**src/rtl/vedic_mul_pipe.sv**
```systemverilog
// Three-stage pipelined unsigned Urdhva-Tiryakbhyam multiplier with valid/ready on both sides.
// Stages: half-products, cross-term sum, recombination. All additions use 4-bit CLA slices.

module vedic_cla4 (
    input  logic [3:0] i_a,
    input  logic [3:0] i_b,
    input  logic       i_c,
    output logic [3:0] o_s,
    output logic       o_p,
    output logic       o_g
);
    logic [3:0] w_p;
    logic [3:0] w_g;
    logic [3:0] w_c;

    assign w_p    = i_a ^ i_b;
    assign w_g    = i_a & i_b;
    assign w_c[0] = i_c;
    assign w_c[1] = w_g[0] | (w_p[0] & i_c);
    assign w_c[2] = w_g[1] | (w_p[1] & w_g[0]) | (w_p[1] & w_p[0] & i_c);
    assign w_c[3] = w_g[2] | (w_p[2] & w_g[1]) | (w_p[2] & w_p[1] & w_g[0])
                  | (w_p[2] & w_p[1] & w_p[0] & i_c);
    assign o_s    = w_p ^ w_c;
    assign o_p    = &w_p;
    assign o_g    = w_g[3] | (w_p[3] & w_g[2]) | (w_p[3] & w_p[2] & w_g[1])
                  | (w_p[3] & w_p[2] & w_p[1] & w_g[0]);
endmodule

module vedic_cla_add #(
    parameter int unsigned N = 8
) (
    input  logic [N-1:0] i_a,
    input  logic [N-1:0] i_b,
    input  logic         i_c,
    output logic [N-1:0] o_s,
    output logic         o_c
);
    localparam int unsigned NG = N / 4;

    logic [NG-1:0] w_gp;
    logic [NG-1:0] w_gg;
    logic [NG:0]   w_c;

    assign w_c[0] = i_c;

    // Group carries resolved from each slice's group propagate/generate.
    for (genvar g = 0; g < NG; g++) begin : g_slice
        vedic_cla4 u_slice (
            .i_a (i_a[4*g +: 4]),
            .i_b (i_b[4*g +: 4]),
            .i_c (w_c[g]),
            .o_s (o_s[4*g +: 4]),
            .o_p (w_gp[g]),
            .o_g (w_gg[g])
        );
        assign w_c[g+1] = w_gg[g] | (w_gp[g] & w_c[g]);
    end

    assign o_c = w_c[NG];
endmodule

module vedic_mul_pipe #(
    parameter int unsigned WIDTH = 8,
    parameter int unsigned TAG_W = 4
) (
    input  logic               clk,
    input  logic               rst_n,
    input  logic               in_valid,
    output logic               in_ready,
    input  logic [WIDTH-1:0]   in_a,
    input  logic [WIDTH-1:0]   in_b,
    input  logic [TAG_W-1:0]   in_tag,
    output logic               out_valid,
    input  logic               out_ready,
    output logic [2*WIDTH-1:0] out_p,
    output logic [TAG_W-1:0]   out_tag,
    output logic               busy
);
    localparam int unsigned H  = WIDTH / 2;
    localparam int unsigned UW = 2 * WIDTH - H;

    logic             r_v1, r_v2, r_v3;
    logic             w_adv1, w_adv2, w_adv3;
    logic [H-1:0]     w_al, w_ah, w_bl, w_bh;
    logic [WIDTH-1:0] r_ll1, r_lh1, r_hl1, r_hh1;
    logic [TAG_W-1:0] r_tag1, r_tag2;
    logic [WIDTH-1:0] r_ll2, r_hh2;
    logic [WIDTH:0]   r_mid2;
    logic [WIDTH:0]   w_mid;
    logic [UW-1:0]    w_hi_base, w_hi_mid, w_hi_sum;
    logic             w_unused_co;

    // Bubble-collapsing advance chain, combinational from out_ready.
    assign w_adv3    = !r_v3 || out_ready;
    assign w_adv2    = !r_v2 || w_adv3;
    assign w_adv1    = !r_v1 || w_adv2;
    assign in_ready  = w_adv1;
    assign out_valid = r_v3;
    assign busy      = r_v1 | r_v2 | r_v3;

    assign w_al = in_a[H-1:0];
    assign w_ah = in_a[WIDTH-1:H];
    assign w_bl = in_b[H-1:0];
    assign w_bh = in_b[WIDTH-1:H];

    always_ff @(posedge clk or negedge rst_n) begin
        if (!rst_n) begin
            r_v1   <= 1'b0;
            r_ll1  <= '0;
            r_lh1  <= '0;
            r_hl1  <= '0;
            r_hh1  <= '0;
            r_tag1 <= '0;
        end else if (w_adv1) begin
            r_v1 <= in_valid;
            if (in_valid) begin
                r_ll1  <= WIDTH'(w_al) * WIDTH'(w_bl);
                r_lh1  <= WIDTH'(w_al) * WIDTH'(w_bh);
                r_hl1  <= WIDTH'(w_ah) * WIDTH'(w_bl);
                r_hh1  <= WIDTH'(w_ah) * WIDTH'(w_bh);
                r_tag1 <= in_tag;
            end
        end
    end

    vedic_cla_add #(.N(WIDTH)) u_mid (
        .i_a (r_lh1),
        .i_b (r_hl1),
        .i_c (1'b0),
        .o_s (w_mid[WIDTH-1:0]),
        .o_c (w_mid[WIDTH])
    );

    always_ff @(posedge clk or negedge rst_n) begin
        if (!rst_n) begin
            r_v2   <= 1'b0;
            r_mid2 <= '0;
            r_ll2  <= '0;
            r_hh2  <= '0;
            r_tag2 <= '0;
        end else if (w_adv2) begin
            r_v2 <= r_v1;
            if (r_v1) begin
                r_mid2 <= w_mid;
                r_ll2  <= r_ll1;
                r_hh2  <= r_hh1;
                r_tag2 <= r_tag1;
            end
        end
    end

    // Low H bits of LL pass straight through; MID (with its carry) lands from bit H upward.
    assign w_hi_base = {r_hh2, r_ll2[WIDTH-1:H]};
    assign w_hi_mid  = UW'(r_mid2);

    vedic_cla_add #(.N(UW)) u_fin (
        .i_a (w_hi_base),
        .i_b (w_hi_mid),
        .i_c (1'b0),
        .o_s (w_hi_sum),
        .o_c (w_unused_co)
    );

    always_ff @(posedge clk or negedge rst_n) begin
        if (!rst_n) begin
            r_v3    <= 1'b0;
            out_p   <= '0;
            out_tag <= '0;
        end else if (w_adv3) begin
            r_v3 <= r_v2;
            if (r_v2) begin
                out_p   <= {w_hi_sum, r_ll2[H-1:0]};
                out_tag <= r_tag2;
            end
        end
    end
endmodule

```
**config.mk**
```make
export PLATFORM = sky130hd
export DESIGN_NAME = vedic_mul_pipe
export DESIGN_NICKNAME = d
export VERILOG_FILES = /design/src/rtl/vedic_mul_pipe.sv
export SDC_FILE = /design/constraint.sdc
export NUM_CORES = 1
export LEC_CHECK = 0
export BUFFER_PORTS_ARGS = -buffer_cell sky130_fd_sc_hd__buf_2
export CORE_UTILIZATION = 56
export CTS_CLUSTER_DIAMETER = 50
export DETAILED_ROUTE_END_ITERATION = 8
export GPL_TIMING_DRIVEN = 1
export PLACE_DENSITY = 0.75
export SLEW_MARGIN = 0
export SYNTH_ARGS = -nofsm -noshare
export SYNTH_HDL_FRONTEND = slang
export SYNTH_SLANG_ARGS = --single-unit
export TNS_END_PERCENT = 20
```
**constraint.sdc**
```tcl
create_clock -name clk -period 6.4 [get_ports clk]
set_input_delay 0.32 -clock clk [delete_from_list [all_inputs] [get_ports clk]]
set_output_delay 0.32 -clock clk [all_outputs]
set_load 0.1 [all_outputs]
```
==> results.cfg, run 1 <==
[outcome]
status = finished, final reports clean

[yosys]
yosysSeqAreaShare_pct = 37.7
synth_xor_area_share_pct = 2.70
synth_top_family_by_area = adder cells
syn-instance-count = 527
synth_compound_area_share_pct = 12.5
async_reset_ff_share_pct = 100
ys_seq_elements = 88
yosysTopAreaCell = dfrtp_1
synth_area_um2 = 5840
synth.yosys.warnings = 0
synth_mux_area_share_pct = 10.2
synth_nets = 637
yosys-top-cells-count = dfrtp_1 (88), ha_1 (65), mux2_2 (51), nand2_1 (51), and2_1 (46)
ys.flop_type = dfrtp_1
synth_edf_count = 0
synth_area_leaders = dfrtp_1 (38%), ha_1 (14%), mux2_2 (9.8%), fa_1 (7.2%), and2_1 (4.9%)
yosys.area.top_type_share_pct = 37.7
syn_avg_cell_area_um2 = 11.1
synth_cell_types = 56
synth_fa_ha_area_share_pct = 21.1
synth_simple_gate_area_share_pct = 12.6
synth.most_common_cell = dfrtp_1

[worst_setup_path]
worstPathArrival_ps = 2800
cp_max_fo = 8
crit_path_frequent_cell = fa_1
required_ps = 6610
path_cells = buf_2 -> nand2_1 -> fa_1 -> inv_1 -> fa_1 -> fa_1 -> a21o_1 -> a21oi_1 -> xor2_1 -> o21ai_0
slowest_delay_ps = 540
slowest_stage = fa_1
end_kind = register
critPathKind = in -> reg
worstSetupStartpoint = in_a[4]
startpoint_type = input pin
reg2reg_from = r_ll2[6]

[power_and_ir_drop]
switching_share_pct = 46.4
netSwitchingPower_w = 0.00114
pwr-share-seq_pct = 34.4
internal-power_w = 0.00132
irDropWorstVdd_v = 0.000274
power_frac_comb_pct = 50.6
clock_power_share_pct = 15.0
p_leak_nw = 3.10
power.density_nw_per_um2 = 388

[clock_tree]
cts_hold_buffers = 0
worstSkewPairLatency_ps = 360
cts_sinks = 88
cts_tree = done
clock_path_buffers = 2
cts.repair.resized = 0
postCtsSetupBuffers = 0
clkTransAtPathRegs_ps = 80
cts_root_buffer = clkbuf_8
cts_made_buffers = 9
htreeDepth = 3

[timing]
max_slew_margin_pct = 30.6
worst_pin_slew_ps = 1040
clock.fmax_ghz = 0.387
drv_slew = 0
setup_viol_count_final = 0
rsz0062_at_grt = false
setup_tns_ps = 0
timing.final.ws_setup_ps = 3820
hold_ws_ps = 164
hold_viol_final = 0
fin_skew_ps = 9.41
finalCritPeriodShare_pct = 40.4
min_period_ps = 2580

[global_route]
grt_pass1_vias = 4009
antenna_found_initial = 0
grt-ovfl-total = 0
track_usage_pct = 21.4
grt_pass1_wl_um = 18700
grt_max_degree = 89

[finish]
syn2layout_area_growth_pct = 8.51
fillers = 834
num-nets-final = 682
layout-drive-gt1-share_pct = 20.8
num_antenna_cells = 0
multi_input_area_um2 = 3450
stdcell_count = 709
final_area_um2 = 6330
seqCellArea_um2 = 2200

[placed_design]
gp_congestion = 0.846
dpl_worst_slack_ps = 3450
dp_hpwl_um = 8230
placed_cells = 694
io_buffers = 46
placed_cell_area_um2 = 6140

[routing]
drc = 0
first_pass_iters = 4
initialDrtViolationCount = 193
wl_per_cell_um = 15.1
routed_wl_um = 10700
vias_per_cell = 5.56
vias = 3940
postRouteAntennaNets = 0

[floorplanning]
start_util_pct = 58.6
core-area_um2 = 9950
rows = 36
dieArea_um2 = 10800
boundaryPins = 47
die_w_um = 104
fp.dieH_um = 104

[min_path]
hp-class = in -> async

[job]
cap_violations = 0
## metrics by stage
stage | power (W) | util [%]
after global placement | 0.00206 | 61.7
after global routing | 0.00263 | 63.6
after floorplan | 0.00186 | -
final | 0.00246 | 63.6
after detailed placement | 0.00210 | 61.7
after CTS | 0.00248 | 63.6
## metal layers
layer | wire [um] | vias to the layer above | track usage (%)
met4 | 153 | 0 | 7.04
li1 | - | 1944 | -
met1 | 5260 | 1920 | 29.7
met2 | 4930 | 63 | 34.2
met5 | 0 | - | 0
met3 | 330 | 13 | 3.57
## power by group through the flow
stage          registers (W)  clock network, W  logic, W
2_1_floorplan        0.00126                 0  0.000600
3_3_place_gp        0.000850                 0   0.00121
3_5_place_dp        0.000860                 0   0.00124
4_1_cts             0.000849          0.000376   0.00125
5_1_grt             0.000874          0.000402   0.00135
6_report            0.000846          0.000369   0.00125
## kinds of logic after synthesis
logic type	Yosys count
AND/OR/NAND/NOR	136
AO/OA/AOI/OAI	111
flip-flops	88
adder cells (fa/ha/maj)	86
multiplexers	53
buffers and inverters	35
XOR/XNOR	18
## sequential cells by signal, summed over array words and instances (netlist names), 4 cells and up
name / count
r_lh1: 8
r_hh1: 8
r_ll2: 8
out_p: 16
r_hl1: 8
r_hh2: 8
out_tag: 4
r_tag1: 4
r_tag2: 4
r_ll1: 8
r_mid2: 9
## worst max-delay path, delay by kind of cell
family	cells	cell delay, ps
XOR/XNOR	1	170
buffers and inverters	2	210
AO/OA/AOI/OAI	3	440
adder cells (fa/ha/maj)	3	1550
AND/OR/NAND/NOR	1	100
## placed cells by master (no fill, tap or decap), drive strengths merged, types with 4 or more instances in the layout
cell     n
a211o    5
nor2b    6
ha      65
o21ai   43
nand2   53
o21a     4
clkbuf  14
fa      21
mux2    51
nand3    6
a21o    10
a21oi   17
a211oi  11
dfrtp   88
nor2     6
o21bai   6
inv     24
nand2b   6
xnor2    6
buf     46
nand4b   5
and2    46
xor2    12
## area by class of cell
type                    count  share of cell area [%]
multi-input cells         404                    54.5
flip-flops and latches     88                    34.8
repair buffers             46                    3.67
clock buffers              14                    2.88
well taps                 133                    2.63
inverters                  23                    1.36
clock inverters             1                   0.138
## final timing paths
check / end / slack (ps) / cells after the start
worst min register to register: out_p[6] / 480 / 2
worst max register to register: out_p[12] / 4080 / 7
max in group asynchronous: out_valid / 5590 / 1
worst max-delay path: r_hl1[6] / 3820 / 10
min in group clk: r_tag1[2] / 190 / 2
worst min-delay path: out_p[4] / 160 / 1
(Power assumes the default switching activity.)
==> inputs of run 2 (changes only) <==
- ABC_AREA: not set -> 1
- clock period: 6.4 -> 2.45 ns (I/O delays scaled with it)
==> run 2 against run 1 <==
Against the previous run: global-route usage is 1.7 points higher; register-to-register slack worse by 3700 ps; die area shrank 1.0%; synthesized cell count up 33%; wire length grew 7.5%; largest cell class unchanged; sequential power rose to 2.6 times the previous value.
==> results.cfg, run 2 <==
[worst_setup_path]
slowest_stage = fa_1
worstPathArrival_ps = 2470
startpoint_type = input pin
crit_path_frequent_cell = nand2_1
slowest_delay_ps = 540
r2r-end = out_p[13]
path_cells = buf_2 -> nand2_1 -> fa_1 -> inv_1 -> fa_1 -> ha_1 -> a21o_1 -> nand2_1 -> nand3_1 -> or2_2 -> nand3_1 -> nand2_1
critPathKind = in -> reg
critPathTopFamily = adder cells
rr_worst_depth = 9
critPathBufInv = 2
required_ps = 2690
rrSetupSlack_ps = 410
reg2reg_from = r_ll2[7]
end_kind = register
cp_max_fo = 4

[yosys]
synth_cell_types = 28
syn_avg_cell_area_um2 = 8.24
syn-instance-count = 701
ys.flop_type = dfrtp_1
synth_area_um2 = 5780
yosys.area.top_type_share_pct = 38.1
synth_edf_count = 0
yosys-top-cells-count = nand2_1 (242), inv_1 (95), dfrtp_1 (88)
async_reset_ff_share_pct = 100
synth.yosys.warnings = 0
yosysTopAreaCell = dfrtp_1
ys_seq_elements = 88
yosysSeqAreaShare_pct = 38.1
synth_area_leaders = dfrtp_1 (38%), nand2_1 (16%), ha_1 (14%), fa_1 (7.3%), inv_1 (6.2%)
synth_nets = 811
synth.most_common_cell = nand2_1

[clock_tree]
clkTransAtPathRegs_ps = 90
htreeDepth = 3
cts_made_buffers = 9
cts_sinks = 88
worstSkewPairLatency_ps = 350
cts_root_buffer = clkbuf_8
cts_tree = done
postCtsSetupBuffers = 0
clock_path_buffers = 2

[timing]
clock.fmax_ghz = 0.447
hold_ws_ps = 92.8
rsz0062_at_grt = false
worst_pin_slew_ps = 755
setup_viol_count_final = 0
finalCritPeriodShare_pct = 91.3
hold_viol_final = 0
min_period_ps = 2240
max_slew_margin_pct = 49.6
drv_slew = 0
fin_skew_ps = 10.2

[job]
cap_violations = 0

[power_and_ir_drop]
power.density_nw_per_um2 = 942
irDropWorstVdd_v = 0.000742
p_leak_nw = 3.84

[routing]
first_pass_iters = 4
postRouteAntennaNets = 0
vias_per_cell = 5.00
routed_wl_um = 11500
vias = 4506
drc = 0
wl_per_cell_um = 12.7
initialDrtViolationCount = 366

[global_route]
grt_pass1_vias = 4391
grt_use_met2_pct = 38.2
grt_pass1_wl_um = 20200
grt_use_met1_pct = 31.5
antenna_found_initial = 0
grt-ovfl-total = 0
grtUsageMet3_pct = 2.83
track_usage_pct = 23.1
grt_busiest_layer = met2
grt_max_degree = 60

[finish]
largest_reg_flops = 16
layout-drive-gt1-share_pct = 14.3
num-nets-final = 874
layout_commonest_cell = nand2_1
syn2layout_area_growth_pct = 12.6
final_cell_mix = nand2_1 (242), inv_1 (95), dfrtp_1 (88), ha_1 (65), buf_2 (45)
fin_util_pct = 65.9
largest_register = out_p
num_antenna_cells = 0
largest_registers = out_p x16, r_mid2 x9

[placed_design]
dp_hpwl_um = 9030
io_buffers = 46
gp_congestion = 0.887

[min_path]
hp-class = in -> reg
min_path_cells = 4
min_from = out_ready
min_to = out_valid

[outcome]
status = finished, final reports clean

[floorplanning]
fp.dieH_um = 104
rows = 36
core-area_um2 = 9860
boundaryPins = 47
die_w_um = 104
start_util_pct = 58.5
dieArea_um2 = 10700
==> run 2: cell count changes after synthesis, moves of 6 or more <==
cell      previous run  this run
clkbuf_1             0        16
nand4_1              0         6
o21ai_0             40        26
o21ai_1              1        31
a211oi_1             8         0
inv_1               23        95
mux2_2              51         0
nand2_1             51       242
nor2b_1              6         0
nand3_1              6        26
and2_1              46         0
nand2b_1             6         0
==> run 2: what timing repair did <==
action	4_1_cts	5_1_grt
resized for setup	0	0
hold endpoints to repair	62	0
hold buffers	5	0
==> run 2: logic make-up after synthesis <==
kind of cell    synth area share (%)
flops                           38.1
fa+ha+maj                       21.4
xor+xnor                        2.73
simple gates                    21.2
buf+inv                         9.29
compound gates                  7.28
==> run 2: layout make-up <==
class	count	area [um^2]
Clock buffer	10	138
Timing Repair Buffer	83	536
Multi-Input combinational cell	484	3040
Tap cell	133	166
Sequential cell	88	2200
Fill cell	864	3360
Inverter	98	368
Clock inverter	6	52.6
==> run 2: worst reg2reg max path: cells and delay by family, from the launching register on <==
family	cells	cell delay (ps)
compound gates	1	80
xor+xnor	1	160
fa+ha+maj	2	750
flops	1	420
simple gates	5	520
==> run 2: worst max-delay path by stage <==
stage / start / end / slack [ps] / depth (start not counted)
after CTS: in_b[2] / r_hl1[7] / 240 / 12
after detailed placement: in_b[2] / r_hl1[7] / -140 / 12
after global routing: in_b[3] / r_hl1[7] / 90 / 12
final: in_b[3] / r_hl1[7] / 210 / 12
after global placement: in_b[7] / r_hh1[7] / -70 / 12
after floorplan: in_a[6] / r_hh1[7] / -40 / 12
==> run 2: through the flow <==
| stage | instance area [um^2] | worst slack, ps | cells | setup TNS [ps] | power [W] |
|---|---|---|---|---|---|
| finish | 6500 | 214 | 902 | 0 | 0.00613 |
| global route | 6500 | 94.4 | 902 | 0 | 0.00656 |
| CTS | 6500 | 243 | 902 | 0 | 0.00618 |
| detailed placement | 6260 | -135 | 881 | -853 | 0.00521 |
| global placement | 6260 | -69.4 | 881 | -246 | 0.00511 |
| floorplan | 5790 | -37.3 | 701 | -95.4 | 0.00457 |
==> run 2: report_power, final <==
group | switching, W | leakage [nW] | internal [W]
Combinational | 0.00218 | 2.64 | 0.000841
Sequential | 0.000282 | 1.11 | 0.00189
Clock | 0.000526 | 0.0910 | 0.000410
Total | 0.00298 | 3.84 | 0.00314
==> run 2: per-layer routing <==
| metal | vias to the layer above | routed length [um] |
|---|---|---|
| met2 | 76 | 5330 |
| met3 | 16 | 290 |
| met4 | 0 | 242 |
| li1 | 2319 | - |
| met5 | - | 0 |
| met1 | 2095 | 5620 |
